### config.mk
export PLATFORM = sky130hd
export DESIGN_NAME = cond_exec_stage
export DESIGN_NICKNAME = d
export VERILOG_FILES = /design/src/rtl/cond_exec_stage_pkg.sv /design/src/rtl/cond_check.sv /design/src/rtl/cond_exec_stage.sv
export SDC_FILE = /design/constraint.sdc
export NUM_CORES = 1
export LEC_CHECK = 0
export CORE_MARGIN = 10
export CORE_UTILIZATION = 42
export CTS_CLUSTER_SIZE = 12
export DETAILED_ROUTE_END_ITERATION = 8
export MAX_ROUTING_LAYER = met4
export PLACE_DENSITY = 0.84
export SLEW_MARGIN = 20
export SYNTH_ARGS = -nofsm -noshare
export SYNTH_HDL_FRONTEND = slang
export SYNTH_SLANG_ARGS = --single-unit
### constraint.sdc
create_clock -name clk -period 2.3 [get_ports clk]
set_input_delay 0.575 -clock clk [delete_from_list [all_inputs] [get_ports clk]]
set_output_delay 0.575 -clock clk [all_outputs]
set_load 0.005 [all_outputs]
### src/rtl/cond_exec_stage_pkg.sv
// Shared constants for the conditional-execute stage: opcodes, ALU commands,
// condition codes and NZCV flag bit positions.
package cond_exec_stage_pkg;

    localparam logic [1:0] OP_DP  = 2'd0;
    localparam logic [1:0] OP_MEM = 2'd1;
    localparam logic [1:0] OP_BR  = 2'd2;
    localparam logic [1:0] OP_ILL = 2'd3;

    localparam logic [3:0] CMD_AND = 4'b0000;
    localparam logic [3:0] CMD_EOR = 4'b0001;
    localparam logic [3:0] CMD_SUB = 4'b0010;
    localparam logic [3:0] CMD_RSB = 4'b0011;
    localparam logic [3:0] CMD_ADD = 4'b0100;
    localparam logic [3:0] CMD_CMP = 4'b1010;
    localparam logic [3:0] CMD_ORR = 4'b1100;

    localparam logic [3:0] COND_EQ = 4'h0;
    localparam logic [3:0] COND_NE = 4'h1;
    localparam logic [3:0] COND_CS = 4'h2;
    localparam logic [3:0] COND_CC = 4'h3;
    localparam logic [3:0] COND_MI = 4'h4;
    localparam logic [3:0] COND_PL = 4'h5;
    localparam logic [3:0] COND_VS = 4'h6;
    localparam logic [3:0] COND_VC = 4'h7;
    localparam logic [3:0] COND_HI = 4'h8;
    localparam logic [3:0] COND_LS = 4'h9;
    localparam logic [3:0] COND_GE = 4'hA;
    localparam logic [3:0] COND_LT = 4'hB;
    localparam logic [3:0] COND_GT = 4'hC;
    localparam logic [3:0] COND_LE = 4'hD;
    localparam logic [3:0] COND_AL = 4'hE;
    localparam logic [3:0] COND_NV = 4'hF;

    localparam int FLAG_N = 3;
    localparam int FLAG_Z = 2;
    localparam int FLAG_C = 1;
    localparam int FLAG_V = 0;

endpackage

### src/rtl/cond_check.sv
// Combinational evaluation of a 4-bit condition field against NZCV.
module cond_check
    import cond_exec_stage_pkg::*;
(
    input  logic [3:0] cond,
    input  logic [3:0] nzcv,
    output logic       pass
);

    logic n_s, z_s, c_s, v_s;

    assign n_s = nzcv[FLAG_N];
    assign z_s = nzcv[FLAG_Z];
    assign c_s = nzcv[FLAG_C];
    assign v_s = nzcv[FLAG_V];

    // Condition decode; the reserved code never executes.
    always_comb begin
        pass = 1'b0;
        case (cond)
            COND_EQ: pass = z_s;
            COND_NE: pass = ~z_s;
            COND_CS: pass = c_s;
            COND_CC: pass = ~c_s;
            COND_MI: pass = n_s;
            COND_PL: pass = ~n_s;
            COND_VS: pass = v_s;
            COND_VC: pass = ~v_s;
            COND_HI: pass = c_s & ~z_s;
            COND_LS: pass = ~c_s | z_s;
            COND_GE: pass = (n_s == v_s);
            COND_LT: pass = (n_s != v_s);
            COND_GT: pass = ~z_s & (n_s == v_s);
            COND_LE: pass = z_s | (n_s != v_s);
            COND_AL: pass = 1'b1;
            COND_NV: pass = 1'b0;
            default: pass = 1'b0;
        endcase
    end

endmodule

### src/rtl/cond_exec_stage.sv
// Execute-stage back end: NZCV register, condition gating of write enables,
// flag commit, valid/ready output register and squashed-instruction counter.
module cond_exec_stage
    import cond_exec_stage_pkg::*;
#(
    parameter int DATA_W = 32,
    parameter int REG_AW = 4,
    parameter int CNT_W  = 16
) (
    input  logic              clk,
    input  logic              rst_n,
    input  logic              in_valid,
    output logic              in_ready,
    input  logic [3:0]        in_cond,
    input  logic [1:0]        in_opcode,
    input  logic [3:0]        in_cmd,
    input  logic              in_s,
    input  logic              in_store,
    input  logic [DATA_W-1:0] in_alu_out,
    input  logic [3:0]        in_alu_flags,
    input  logic [REG_AW-1:0] in_rd,
    input  logic              flush,
    output logic              out_valid,
    input  logic              out_ready,
    output logic [DATA_W-1:0] out_result,
    output logic [REG_AW-1:0] out_rd,
    output logic              out_reg_we,
    output logic              out_mem_we,
    output logic              out_pc_we,
    output logic [3:0]        flags_q,
    output logic [CNT_W-1:0]  squash_cnt
);

    logic              valid_r;
    logic [DATA_W-1:0] result_r;
    logic [REG_AW-1:0] rd_r;
    logic              reg_we_r, mem_we_r, pc_we_r;
    logic [3:0]        flags_r;
    logic [CNT_W-1:0]  squash_cnt_r;

    logic       pass_s, accept_s, flag_wr_s, cv_upd_s;
    logic       reg_we_s, mem_we_s, pc_we_s;
    logic [3:0] flags_nxt_s;

    cond_check u_cond_check (
        .cond (in_cond),
        .nzcv (flags_r),
        .pass (pass_s)
    );

    assign in_ready  = ~valid_r | out_ready;
    assign accept_s  = in_valid & in_ready & ~flush;
    assign flag_wr_s = accept_s & pass_s & (in_opcode == OP_DP) & (in_s | (in_cmd == CMD_CMP));

    // Write-enable decode per opcode, gated by the condition result.
    always_comb begin
        reg_we_s = 1'b0;
        mem_we_s = 1'b0;
        pc_we_s  = 1'b0;
        case (in_opcode)
            OP_DP:  reg_we_s = pass_s & (in_cmd != CMD_CMP);
            OP_MEM: begin
                mem_we_s = pass_s & in_store;
                reg_we_s = pass_s & ~in_store;
            end
            OP_BR:  pc_we_s = pass_s;
            OP_ILL: pc_we_s = 1'b0;
            default: pc_we_s = 1'b0;
        endcase
    end

    // Only arithmetic commands produce meaningful carry/overflow.
    always_comb begin
        cv_upd_s = 1'b0;
        case (in_cmd)
            CMD_SUB, CMD_RSB, CMD_ADD, CMD_CMP: cv_upd_s = 1'b1;
            default: cv_upd_s = 1'b0;
        endcase
    end

    // Next NZCV: N/Z always from the ALU on commit, C/V only for arithmetic.
    always_comb begin
        flags_nxt_s = flags_r;
        if (flag_wr_s) begin
            flags_nxt_s[FLAG_N] = in_alu_flags[FLAG_N];
            flags_nxt_s[FLAG_Z] = in_alu_flags[FLAG_Z];
            if (cv_upd_s) begin
                flags_nxt_s[FLAG_C] = in_alu_flags[FLAG_C];
                flags_nxt_s[FLAG_V] = in_alu_flags[FLAG_V];
            end else begin
                flags_nxt_s[FLAG_C] = flags_r[FLAG_C];
                flags_nxt_s[FLAG_V] = flags_r[FLAG_V];
            end
        end else begin
            flags_nxt_s = flags_r;
        end
    end

    // Output pipeline register; flush beats both accept and drain.
    always_ff @(posedge clk or negedge rst_n) begin
        if (!rst_n) begin
            valid_r  <= 1'b0;
            result_r <= {DATA_W{1'b0}};
            rd_r     <= {REG_AW{1'b0}};
            reg_we_r <= 1'b0;
            mem_we_r <= 1'b0;
            pc_we_r  <= 1'b0;
        end else if (flush) begin
            valid_r  <= 1'b0;
            reg_we_r <= 1'b0;
            mem_we_r <= 1'b0;
            pc_we_r  <= 1'b0;
        end else if (accept_s) begin
            valid_r  <= 1'b1;
            result_r <= in_alu_out;
            rd_r     <= in_rd;
            reg_we_r <= reg_we_s;
            mem_we_r <= mem_we_s;
            pc_we_r  <= pc_we_s;
        end else if (valid_r && out_ready) begin
            valid_r  <= 1'b0;
            reg_we_r <= 1'b0;
            mem_we_r <= 1'b0;
            pc_we_r  <= 1'b0;
        end
    end

    // Architectural flags and saturating squash counter.
    always_ff @(posedge clk or negedge rst_n) begin
        if (!rst_n) begin
            flags_r      <= 4'b0000;
            squash_cnt_r <= {CNT_W{1'b0}};
        end else begin
            flags_r <= flags_nxt_s;
            if (accept_s && !pass_s && !(&squash_cnt_r)) begin
                squash_cnt_r <= squash_cnt_r + {{(CNT_W-1){1'b0}}, 1'b1};
            end
        end
    end

    assign out_valid  = valid_r;
    assign out_result = result_r;
    assign out_rd     = rd_r;
    assign out_reg_we = reg_we_r;
    assign out_mem_we = mem_we_r;
    assign out_pc_we  = pc_we_r;
    assign flags_q    = flags_r;
    assign squash_cnt = squash_cnt_r;

endmodule

==> impl_results.md <==
- Final setup margin: 0.0501 ns
- Comb power frac: 25.5%
- Pint: 2.24 mW
- Layout area overhead: 58.0%
- Worst skew pair latency: 0.33 ns
- DR pass1 iterations: 5
- WS Path Type: input port to flop
- Vias in the first global route: 2706
- Port Buf Inserts: 117
- CP max stage cell: clkdlybuf4s50_1
- Fillers: 511
- Routed via count: 2508
- CP peak stage delay: 0.56 ns
- Endpoint type of the worst setup path: flop
- CTS tree: built
- H-tree Lvls: 3
- Synth Instances: 288
- # rows: 29
- Sequential share of power: 42.6%
- Highest Clock Rate: 444 MHz
- ANT cells: 0
- Post-synthesis sequential area ratio: 54.4%
- Synth Area per Inst: 9.58 um^2
- Worst rel slew slack: 51.8%
- Die area: 0.0102 mm^2
- Status: completed
- Clk slew on worst S/H paths: 0.07 ns
- Yosys cell types: 46
- Syn Nets: 346
- Tcrit/Tclk final: 97.8%
- Largest net degree at the start of global routing: 37
- Post-DP HPWL: 6.22 mm
- Max cap viols: 0
- CTS root buf: clkbuf_8
- Worst EP required: 2.52 ns
- Antenna violations before repair: 0
- YS warnings: 0
- Tightest Pin Transition: 0.723 ns
- DRC Markers: 0
- Area of the core: 0.00635 mm^2
- VDD IR max: 0.480 mV
- Shortest period the worst path allows: 2.25 ns
- Clock power frac: 31.8%
- Power per Cell Area: 705 mW/mm^2
- Crit path max fanout: 5
- Flop and latch count out of synthesis: 60
- TritonCTS buffer count: 9
- Flop2flop setup slack: 0.21 ns
- Chip height: 101 um
- Hold_buf cts: 0
- Switch Pwr: 0.832 mW
- Max-slew violations: 0
- Yosys top cell area share: 54.4%
- WL final: 8.31 mm
- Hold Path Class: input port to async pin
- Crit-path cells: clkdlybuf4s50_1 -> and3b_1 -> mux2i_1 -> nand2_1 -> a211o_2 -> buf_4 -> nor3b_2 -> a32o_2
- Sw Share: 27.1%
- Total global routing overflow: 0
- # clock sinks: 60
- IO Pins: 118
- Synthesized area: 0.00276 mm^2
- CP Launch Type: input port
- Pleak: 2.07 nW
- GPL Wtd Cong: 0.827
- Placed Cells: 492
- Layout Skew: 0.00809 ns
- Synth Flop Type: dfrtp_1
- Clock tree buffer depth: 2
- Area leader, netlist: dfrtp_1
- CP arrival: 2.47 ns
- Place WS: -0.452 ns
- WL per Instance: 16.3 um
- EDFF count, synth: 0
- Share of cells above drive strength 1: 12.7%
- Ranking of synthesized cells by area: dfrtp_1 (54%), nand2_1 (15%), xnor2_1 (4.1%), and3_1 (2.3%), nand3_1 (1.8%)
- Setup Viol. Count Final: 0
- Chip width: 101 um
- Finished Layout Cells: 509
- Initial Util: 43.5%
- First-pass GRT wire length: 13.6 mm
- Drt initial violations: 57
- Final Hold Vio Count: 0
- FF-to-FF path depth: 7
- # nets final: 485
- All-layer global routing usage: 17.0%
- Post-route ant nets: 0
- Vias per cell: 4.93
- Asr flop ratio synth: 100%
-- what timing repair did --
| item | 4_1_cts | 5_1_grt |
|---|---|---|
| buffers inserted | 1 | 0 |
| setup endpoints to repair | 7 | 16 |
| gates resized for setup | 5 | 1 |
| pin swaps | 4 | 0 |
-- per-layer routing --
layer  up-vias  track usage (%)  share of wire, %
met4         0             4.93              0.84
met3         6             6.72               7.4
met1      1194             19.6                42
met2        80             26.9                50
met5         -                -                 0
li1       1228                -                 -
-- flip-flops by register name, summed over array words and instances (netlist names) --
| name | count |
|---|---|
| flags_q | 4 |
| out_mem_we | 1 |
| out_pc_we | 1 |
| out_rd | 4 |
| out_reg_we | 1 |
| out_result | 32 |
| out_valid | 1 |
| squash_cnt | 16 |
-- synth_stat cells, types with 2 or more instances --
cell / count
and2_1: 2
nor4_1: 2
nor3_2: 2
a22o_1: 2
nor3_1: 2
clkbuf_1: 8
nor3b_1: 3
nand4_1: 3
nor2_1: 6
nand3_1: 10
nand2_1: 113
xnor2_1: 13
mux2_1: 2
nor2b_1: 2
xor2_1: 3
and4_1: 3
nand2b_1: 5
mux2i_1: 4
dfrtp_1: 60
a21oi_1: 3
inv_1: 4
mux2_4: 3
and3_1: 10
-- cells by family after synthesis --
family	share of synthesized area, %
AND/OR/NAND/NOR	29.9
multiplexers	4.31
buffers and inverters	2.22
adder cells (fa/ha/maj)	0.453
AO/OA/AOI/OAI	3.63
XOR/XNOR	5.08
flip-flops	54.4
-- placed cells by master, fill, tap and decap left out, drive strengths merged, types with 2 or more instances in the layout --
master         instances
clkdlybuf4s50        113
a22o                   2
nand3                 10
buf                   22
nand4                  3
nor4b                  2
nor3                   4
mux2                   6
dlygate4sd2            3
xor2                   3
nor2                   6
xnor2                 13
nor4                   2
and2                   4
and4                   3
a21oi                  3
dfrtp                 60
and3                  10
o21ai                  2
clkbuf                12
nor2b                  2
inv                    4
nand2b                 5
nor3b                  4
mux2i                  4
clkinv                 2
nand2                114
-- power groups by stage --
stage / clock, mW / combinational (mW) / sequential (mW)
after floorplan: 0 / 0.242 / 1.33
after global placement: 0 / 0.774 / 1.32
after detailed placement: 0 / 0.793 / 1.33
after CTS: 1.01 / 0.799 / 1.31
after global routing: 1.05 / 0.863 / 1.33
final: 0.978 / 0.785 / 1.31
-- critical path: cells and delay by family --
kind | cells | cell delay, ns
buf+inv | 2 | 0.70
mux | 1 | 0.16
compound gates | 2 | 0.60
simple gates | 3 | 0.42
-- through the flow --
step                      util [%]  power (mW)  area (um^2)  setup TNS [ns]  hold slack [ns]
final                         68.7        3.07         4360               0            0.293
after CTS                     68.6        3.12         4350               0            0.314
after detailed placement      65.3        2.12         4140           -6.55            0.465
after global routing          68.7        3.25         4360         -0.0269            0.334
after floorplan                  -        1.57         2760               0            0.279
after global placement        65.3        2.10         4140           -5.91            0.457
-- final cells by class --
class | instances | area, um^2 | share of cell area, %
Sequential cell | 60 | 1500 | 34.4
Timing Repair Buffer | 138 | 1330 | 30.6
Multi-Input combinational cell | 214 | 1210 | 27.8
Clock buffer | 12 | 155 | 3.56
Tap cell | 77 | 96.3 | 2.21
Clock inverter | 4 | 47.5 | 1.09
Inverter | 4 | 15.0 | 0.344
-- final timing paths --
kind                                      from        endpoint
worst min register to register  out_result[31]  out_result[31]
worst max register to register      flags_q[0]      out_mem_we
min in group clk                out_result[31]  out_result[31]
worst min-delay path                     rst_n      flags_q[1]
max in group asynchronous                rst_n  out_result[15]
worst max-delay path                in_cond[3]      out_mem_we
(Power assumes the default switching activity.)
